==> src/rtl/priority_arbiter_n.sv <==
// priority_arbiter_n: N-way arbiter (fixed priority or round-robin) with a per-owner hold limit.
// Optional macro ARB_LOCK_EN adds a lock input that lets an owner stay past MAX_HOLD.
module priority_arbiter_n #(
  parameter int unsigned N        = 4,
  parameter int unsigned MAX_HOLD = 8
) (
  input  logic                 clk,
  input  logic                 rst,
  input  logic                 pr_en,
  input  logic                 rot_en,
  input  logic [N-1:0]         req,
`ifdef ARB_LOCK_EN
  input  logic [N-1:0]         lock,
`endif
  output logic [N-1:0]         gnt,
  output logic [$clog2(N)-1:0] gnt_id,
  output logic                 busy
);

  localparam int unsigned IW = $clog2(N);
  localparam int unsigned CW = 8;
  localparam logic [CW-1:0] HOLD_MAX = CW'(MAX_HOLD);

  typedef enum logic {IDLE, GRANT} state_t;

  state_t        state, state_n;
  logic [N-1:0]  gnt_n;
  logic [IW-1:0] gnt_id_n;
  logic          busy_n;
  logic [CW-1:0] cnt, cnt_n;
  logic [IW-1:0] last_owner, last_n;
  logic [IW-1:0] win_id;
  logic          win_found;
  logic          owner_req, at_max, locked, keep, expire;
  logic [N-1:0]  cand;

  // Index visited at step k of the search; round-robin starts just past the last owner
  function automatic logic [IW-1:0] scan_idx(input logic [IW-1:0] base, input logic rr,
                                             input int unsigned k);
    int unsigned s;
    s = rr ? (32'(base) + 32'd1 + k) % N : k;
    return IW'(s);
  endfunction

  assign owner_req = req[gnt_id];
  assign at_max    = (cnt == HOLD_MAX);
`ifdef ARB_LOCK_EN
  assign locked    = lock[gnt_id] & owner_req;
`else
  assign locked    = 1'b0;
`endif
  assign keep      = (state == GRANT) && owner_req && (!at_max || locked);
  assign expire    = (state == GRANT) && owner_req && at_max && !locked;
  // An owner whose hold expired sits out this one arbitration
  assign cand      = expire ? (req & ~gnt) : req;

  always_comb begin
    win_found = 1'b0;
    win_id    = '0;
    for (int unsigned k = 0; k < N; k++) begin
      if (!win_found && cand[scan_idx(last_owner, rot_en, k)]) begin
        win_found = 1'b1;
        win_id    = scan_idx(last_owner, rot_en, k);
      end
    end
  end

  always_ff @(posedge clk) begin
    if (!rst) begin
      state      <= IDLE;
      gnt        <= '0;
      gnt_id     <= '0;
      busy       <= 1'b0;
      cnt        <= '0;
      last_owner <= IW'(N - 1);
    end else begin
      state      <= state_n;
      gnt        <= gnt_n;
      gnt_id     <= gnt_id_n;
      busy       <= busy_n;
      cnt        <= cnt_n;
      last_owner <= last_n;
    end
  end

  always_comb begin
    state_n  = state;
    gnt_n    = gnt;
    gnt_id_n = gnt_id;
    busy_n   = busy;
    cnt_n    = cnt;
    last_n   = last_owner;
    if (pr_en) begin
      case (state)
        IDLE: begin
          if (win_found) begin
            state_n  = GRANT;
            gnt_n    = N'(1) << win_id;
            gnt_id_n = win_id;
            busy_n   = 1'b1;
            cnt_n    = CW'(1);
            last_n   = win_id;
          end
        end
        GRANT: begin
          if (keep) begin
            if (!at_max) cnt_n = cnt + CW'(1);
          end else if (win_found) begin
            gnt_n    = N'(1) << win_id;
            gnt_id_n = win_id;
            busy_n   = 1'b1;
            cnt_n    = CW'(1);
            last_n   = win_id;
          end else if (expire) begin
            // Sole requester after expiry: re-granted in place with a fresh count
            cnt_n  = CW'(1);
            last_n = gnt_id;
          end else begin
            state_n  = IDLE;
            gnt_n    = '0;
            gnt_id_n = '0;
            busy_n   = 1'b0;
            cnt_n    = '0;
          end
        end
        default: state_n = IDLE;
      endcase
    end
  end

endmodule

==> config.mk <==
export PLATFORM = sky130hd
export DESIGN_NAME = priority_arbiter_n
export DESIGN_NICKNAME = d
export VERILOG_FILES = /design/src/rtl/priority_arbiter_n.sv
export SDC_FILE = /design/constraint.sdc
export NUM_CORES = 1
export LEC_CHECK = 0
export ABC_AREA = 1
export CAP_MARGIN = 20
export CORE_UTILIZATION = 50
export DETAILED_ROUTE_END_ITERATION = 8
export DONT_BUFFER_PORTS = 1
export SETUP_SLACK_MARGIN = 0.15
export SYNTH_ARGS = -nofsm -noshare
export SYNTH_HDL_FRONTEND = slang
export SYNTH_SLANG_ARGS = --single-unit
==> constraint.sdc <==
create_clock -name clk -period 2.4 [get_ports clk]
set_clock_uncertainty 0.05 [all_clocks]
set_input_delay 0.36 -clock clk [delete_from_list [all_inputs] [get_ports clk]]
set_output_delay 0.36 -clock clk [all_outputs]
set_load 0.01 [all_outputs]
; Word-level counts from Yosys, hierarchy flattened
; Cells that the tools add are included.
[word_totals]
wordCells = 92
output_inout_bits = 7
input_bits = 8
register_bits = 18
[classes]
n_eq_ne = 6
n_shift = 1
reduce_logical = 13
bitwise_logic = 3
order_cmp = 5
muxes = 53
n_addsub = 5
[ops]
columns = operator, n
row1 = 2-to-1 mux 2 bit, 15
row2 = 2-to-1 mux 8 bit, 3
row3 = 2-to-1 mux 4 bit, 5
row4 = 2-to-1 mux 1 bit, 19
row5 = one-hot mux 8 bit (2 select lines), 1
row6 = "less-than comparator 2 x 3 -> 1 bit, second input constant", 5
row7 = binary-select mux 1 bit (select 2 bit), 5
row8 = "adder 8 x 1 -> 8 bit, second input constant", 1
row9 = "equality test 8 x 4 -> 1 bit, second input constant", 1
row10 = one-hot mux 2 bit (2 select lines), 2
row11 = one-hot mux 4 bit (2 select lines), 1
row12 = AND reduction 4 bit, 2
row13 = logical AND 1 bit, 6
row14 = "!= test 3 bit, second input constant", 2
row15 = "adder 2 x 1 -> 2 bit, second input constant", 2
row16 = "adder 2 bit, second input constant", 2
row17 = bitwise AND 4 bit, 1
row18 = zero test 1 bit, 4
row19 = "!= test 2 bit, second input constant", 2
row20 = NOT 4 bit, 1
row21 = one-hot mux 1 bit (2 select lines), 2
row22 = "left shift 1 x 2 -> 4 bit, first input constant", 1
row23 = "!= test 3 x 1 -> 1 bit, second input constant", 1
row24 = AND reduction 3 bit, 1
row25 = NOT 1 bit, 1

; Depth between registers and ports, before layout
[logic_depth]
depth_word = 21
mapped_depth = 16
depth_no_buf = 16

; Worst setup path after synthesis
; Ideal clock, no wire load.
[synth_path]
path_type = register to register
startpoint = register cnt[0]
endpoint = register gnt_id[0]
arrival_time_ns = 1.800
stages_incl_launch_ff = 16
slack_ns = 0.422
synth_period_minus_slack_ns = 1.978
path_cell_list = dfxtp_1 inv_1 ha_1 nand3_2 nor2_4 nand4_2 nand3_2 nand2_2 nor2_4 nand2_2 nor2_8 nand2_2 nand2_4 nor2_1 a21oi_1 nor2_1
[synth_between]
elab_chain_cells = 18
elab_cells_between_ends = 35
cone_classes = eq/ne: 4 / mux: 21 / reduce/logical: 10
[synth_lines]
columns = item, line_no
row1 = start: declaration, 30  ; logic [CW-1:0] cnt, cnt_n;
row2 = start signal: assignment, 81  ; cnt <= cnt_n;
row3 = equality test 8 x 4 -> 1 bit *, 46  ; assign at_max = (cnt == HOLD_MAX);
row4 = logical AND 1 bit, 53  ; assign expire = (state == GRANT) && owner_req && at_max && !locked;
row5 = 2-to-1 mux 4 bit, 55  ; assign cand = expire ? (req & ~gnt) : req;
row6 = binary-select mux 1 bit (select 2 bit), 61  ; if (!win_found && cand[scan_idx(last_owner, rot_en, k)]) begin
row7 = 2-to-1 mux 1 bit (not written as such), 61
row8 = 2-to-1 mux 1 bit, 61
row9 = zero test 1 bit, 61
row10 = logical AND 1 bit, 61
row11 = [... 2 more ...], -
row12 = logical AND 1 bit, 61
row13 = 2-to-1 mux 1 bit, 61
row14 = zero test 1 bit, 61
row15 = logical AND 1 bit, 61
row16 = 2-to-1 mux 2 bit / 2-to-1 mux 1 bit (equally long branches), 61
row17 = 2-to-1 mux 2 bit, 108  ; end else if (win_found) begin
row18 = 2-to-1 mux 2 bit, 106  ; if (keep) begin
row19 = one-hot mux 2 bit (2 select lines), 94  ; case (state)
row20 = end signal: assignment, 79  ; gnt_id <= gnt_id_n;
row21 = end: declaration, 16  ; output logic [$clog2(N)-1:0] gnt_id,
; Mark *: on every way between the ends. The rest lies on a longest branch, timed or not. The select of a mux whose other input is x is not followed.
; A chain may end at the register's enable or synchronous reset.

; Worst setup path after layout
[layout_path]
startpoint = register cnt[0]
endpoint = register cnt[3]
[layout_between]
elab_chain_cells = 17
elab_cells_between_ends = 30
cone_classes = add/sub: 1 / eq/ne: 3 / mux: 16 / reduce/logical: 10
[layout_lines]
columns = item, line_no
row1 = equality test 8 x 4 -> 1 bit, 46
row2 = logical AND 1 bit, 53
row3 = 2-to-1 mux 4 bit, 55
row4 = binary-select mux 1 bit (select 2 bit), 61
row5 = 2-to-1 mux 1 bit (not written as such), 61
row6 = 2-to-1 mux 1 bit, 61
row7 = zero test 1 bit, 61
row8 = logical AND 1 bit, 61
row9 = 2-to-1 mux 1 bit, 61
row10 = zero test 1 bit, 61
row11 = logical AND 1 bit, 61
row12 = 2-to-1 mux 1 bit, 61
row13 = zero test 1 bit, 61
row14 = logical AND 1 bit, 61
row15 = 2-to-1 mux 1 bit, 61
row16 = != test 2 bit (no line), -
row17 = AND reduction 3 bit (no line), -
; Parallel ways exist; a longest one is shown, timed or not. The select of a mux whose other input is x is not followed.

==> results.yml <==
critical_path:
  critPathKind: "flop to flop"
  r2r_end: "cnt[3]"
  crit_buf_inv: 2
  cp_top_family: "simple AND/OR/NAND/NOR gates"
  crit_fanout: 9
  crit_path_start_kind: "flop"
  crit_required_ns: 2.60
  ff2ff_path_depth: 16
  reg2reg_slack_ns: 0.21
  cp_common_cell: "nand2_2"
  arrival_ns: 2.39
  r2r_start: "cnt[0]"
  crit_chain: "inv_4, ha_4, nand3_4, nor2_4, nand4_1, nand3_1, nand2_2, nor2_4, nand2_4, nor2_8, nand2_4, nand2_8, inv_8, nand2_2, nand2_2, a21oi_2"
  slowest_stage: "dfxtp_2"
  max_stage_delay_ns: 0.36
  end_kind: "flop"
sta:
  rsz0062_at_grt: "yes"
  fin_crit_ns: 2.193
  timing.setup.tns_ns: 0
  clock.fmax_mhz: 456.0
  slew-limit-headroom_pct: 62.93
  slew_viol_final: 0
  final-hold-violation-count: 0
  fin_crit_sh_pct: 91.37
  worst_pin_slew_ns: 0.5518
  finalSetupViolCount: 0
logic_synthesis:
  synth-compound-area-share_pct: 9.892
  synth-async-reset-ratio_pct: 0
  synth_mux_area_share_pct: 0
  syn_area_um2: 1277
  synth_top_family_by_area: "simple AND/OR/NAND/NOR gates"
  synth-main-ff-cell: "dfxtp_1"
  ys_seq_elements: 18
  synth_cells: 199
  synth_edf_count: 0
  yosysWarnings: 0
  synthXorXnorAreaFrac_pct: 2.742
  synth_nets: 209
  ys_types: 28
  ys_seq_area_share_pct: 28.21
  avgSynthCellArea_um2: 6.419
  synthSimpleGateAreaFrac_pct: 48.68
  synth_adder_area_share_pct: 1.959
finish:
  synthToLayoutAreaGrowth_pct: 17.92
  final_cell_area_um2: 1506
  fillCellCount: 224
  drive_gt1_share_pct: 27.14
  nets: 221
  diodes: 0
drt:
  detail-route-antenna-nets: 0
  route.detailed.drc: 0
  vias: 1302
  wl_per_cell_um: 12.95
  drt_iter0_drc: 32
  vias_per_cell: 5.471
  detail_route.first_pass.iterations: 4
  totalWireLength_mm: 3.083
clocking:
  clk_latency_ns: 0.30
  cts.path.max_buffers: 2
  clk_pin_slew_ns: 0.11
  clockRootBuffer: "clkbuf_4"
  cts_tree: "built"
  ctsHtreeMaxLevel: 1
  cts.sinks: 18
  cts_buffers: 3
pwr:
  sw_frac_of_total_pct: 37.04
  p_int_mw: 0.5024
  power_leakage_nw: 0.6710
  switchingPower_mw: 0.2956
  p_clk_share_pct: 24.0
  p_per_area_nw_per_um2: 529.7
  combPwrFrac_pct: 31.7
  p_seq_share_pct: 44.2
  ir_drop_uv: 318.7
min_path:
  worstHoldEndpoint: "cnt[0]"
  holdCritStartpoint: "rst"
  hold_path.class: "input pin to flop"
  worstHoldPathCells: 2
floorplanning:
  row_count: 17
  die_w_um: 52.55
  initial_core_util_pct: 55.10
  die_h_um: 52.55
  die_area_um2: 2761
  ios: 15
  coreArea_um2: 2318
flow_run:
  maxCapViolations: 0
global_routing:
  grt_max_degree: 14
  overflow: 0
  grt_first_pass_wirelength_mm: 4.767
  grt_pass1_vias: 1128
  antenna_found_initial: 0
  grtUsageTotal_pct: 23.64
placed_design:
  io_buffer_count: 0
  place_area_um2: 1311
  gp_congestion: 0.8365
  dp_hpwl_mm: 2.275
status:
  status: "complete, no violations"
==> synth_stat cells (2+ instances only) <==
cell type,count,area share (%)
nor3_1,4,1.6
inv_1,23,6.8
o21ai_0,3,1.2
dfxtp_1,18,28
nand2_4,2,1.8
nand3_2,3,2.4
nand4_2,2,2.0
nand4_1,4,2.0
nor2_1,20,5.9
a21oi_1,13,5.1
ha_1,2,2.0
xor2_1,3,2.1
nand3_1,20,7.8
nand2_1,56,16
nor2_4,2,1.8
o21ai_1,5,2.0
inv_2,2,0.59
nand2_2,7,3.4
==> sequential cells by signal, summed over array words and instances, names as in the netlist <==
signal	count
last_owner	2
busy	1
state	1
gnt_id	2
cnt	8
gnt	4
==> placed cells by master, fill, tap and decap left out, drive strengths merged, types with 4 or more instances in the layout <==
master   n
nand2   68
inv     26
nand3   23
nor2    23
dfxtp   18
a21oi   14
o21ai    8
buf      7
nand4    6
nor3     4
clkbuf   4
==> metrics by stage <==
step / util [%] / power [mW] / instances / setup slack, ns / hold slack, ns
6_report: 64.98 / 0.7980 / 238 / 0.2071 / 0.09308
5_1_grt: 64.98 / 0.8476 / 238 / 0.08259 / 0.09334
2_1_floorplan: - / 0.5172 / 199 / 0.4221 / 0.4124
3_5_place_dp: 56.56 / 0.5590 / 226 / 0.1600 / 0.4272
3_3_place_gp: 56.56 / 0.5553 / 226 / 0.2667 / 0.4217
4_1_cts: 59.63 / 0.7627 / 233 / 0.1544 / 0.08880
==> power by group through the flow <==
stage	Clock (mW)	Combinational (mW)	Sequential (mW)
6_report	0.192	0.253	0.353
3_5_place_dp	0	0.202	0.357
2_1_floorplan	0	0.171	0.346
5_1_grt	0.206	0.285	0.356
4_1_cts	0.199	0.213	0.351
3_3_place_gp	0	0.199	0.357
==> logic make-up after synthesis <==
| group | count (synthesis) |
|---|---|
| AND/OR/NAND/NOR | 123 |
| adder cells (fa/ha/maj) | 2 |
| buffers and inverters | 28 |
| XOR/XNOR | 4 |
| AO/OA/AOI/OAI | 24 |
| flip-flops | 18 |
==> area by class of cell <==
| cell class | instances | area [um2] | share of cell area (%) |
|---|---|---|---|
| multi-input cells | 155 | 910.9 | 60.47 |
| flip-flops and latches | 18 | 364.1 | 24.17 |
| inverters | 26 | 107.6 | 7.143 |
| repair buffers | 7 | 52.55 | 3.488 |
| clock buffers | 4 | 36.28 | 2.409 |
| well taps | 28 | 35.03 | 2.326 |
==> worst max path at each step <==
stage                       from        end  slack (ns)  cells after the start
final                     cnt[0]     cnt[3]        0.21                     16
after global placement    cnt[0]  gnt_id[0]        0.27                     15
after CTS                 cnt[0]  gnt_id[0]        0.15                     15
after detailed placement  cnt[0]  gnt_id[0]        0.16                     15
after floorplan           cnt[0]  gnt_id[0]        0.42                     15
after global routing      cnt[0]     cnt[3]        0.08                     16
==> per-layer routing <==
metal | track usage [%] | up-vias | wire length [um]
li1 | - | 670 | -
met1 | 32.74 | 590 | 1448
met2 | 36.50 | 34 | 1365
met3 | 4.348 | 8 | 218
met4 | 7.895 | 0 | 51
met5 | 0 | - | 0
==> what timing repair did <==
| action | in CTS | in global routing |
|---|---|---|
| cloned | 1 | 1 |
| gates resized for setup | 6 | 26 |
| setup endpoints to repair | 1 | 17 |
| endpoints found under the hold margin | 0 | 0 |
| setup buffers | 2 | 4 |
| pin swaps | 7 | 11 |
| hold buffers | 0 | 0 |
Power figures use the tool's default switching activity.
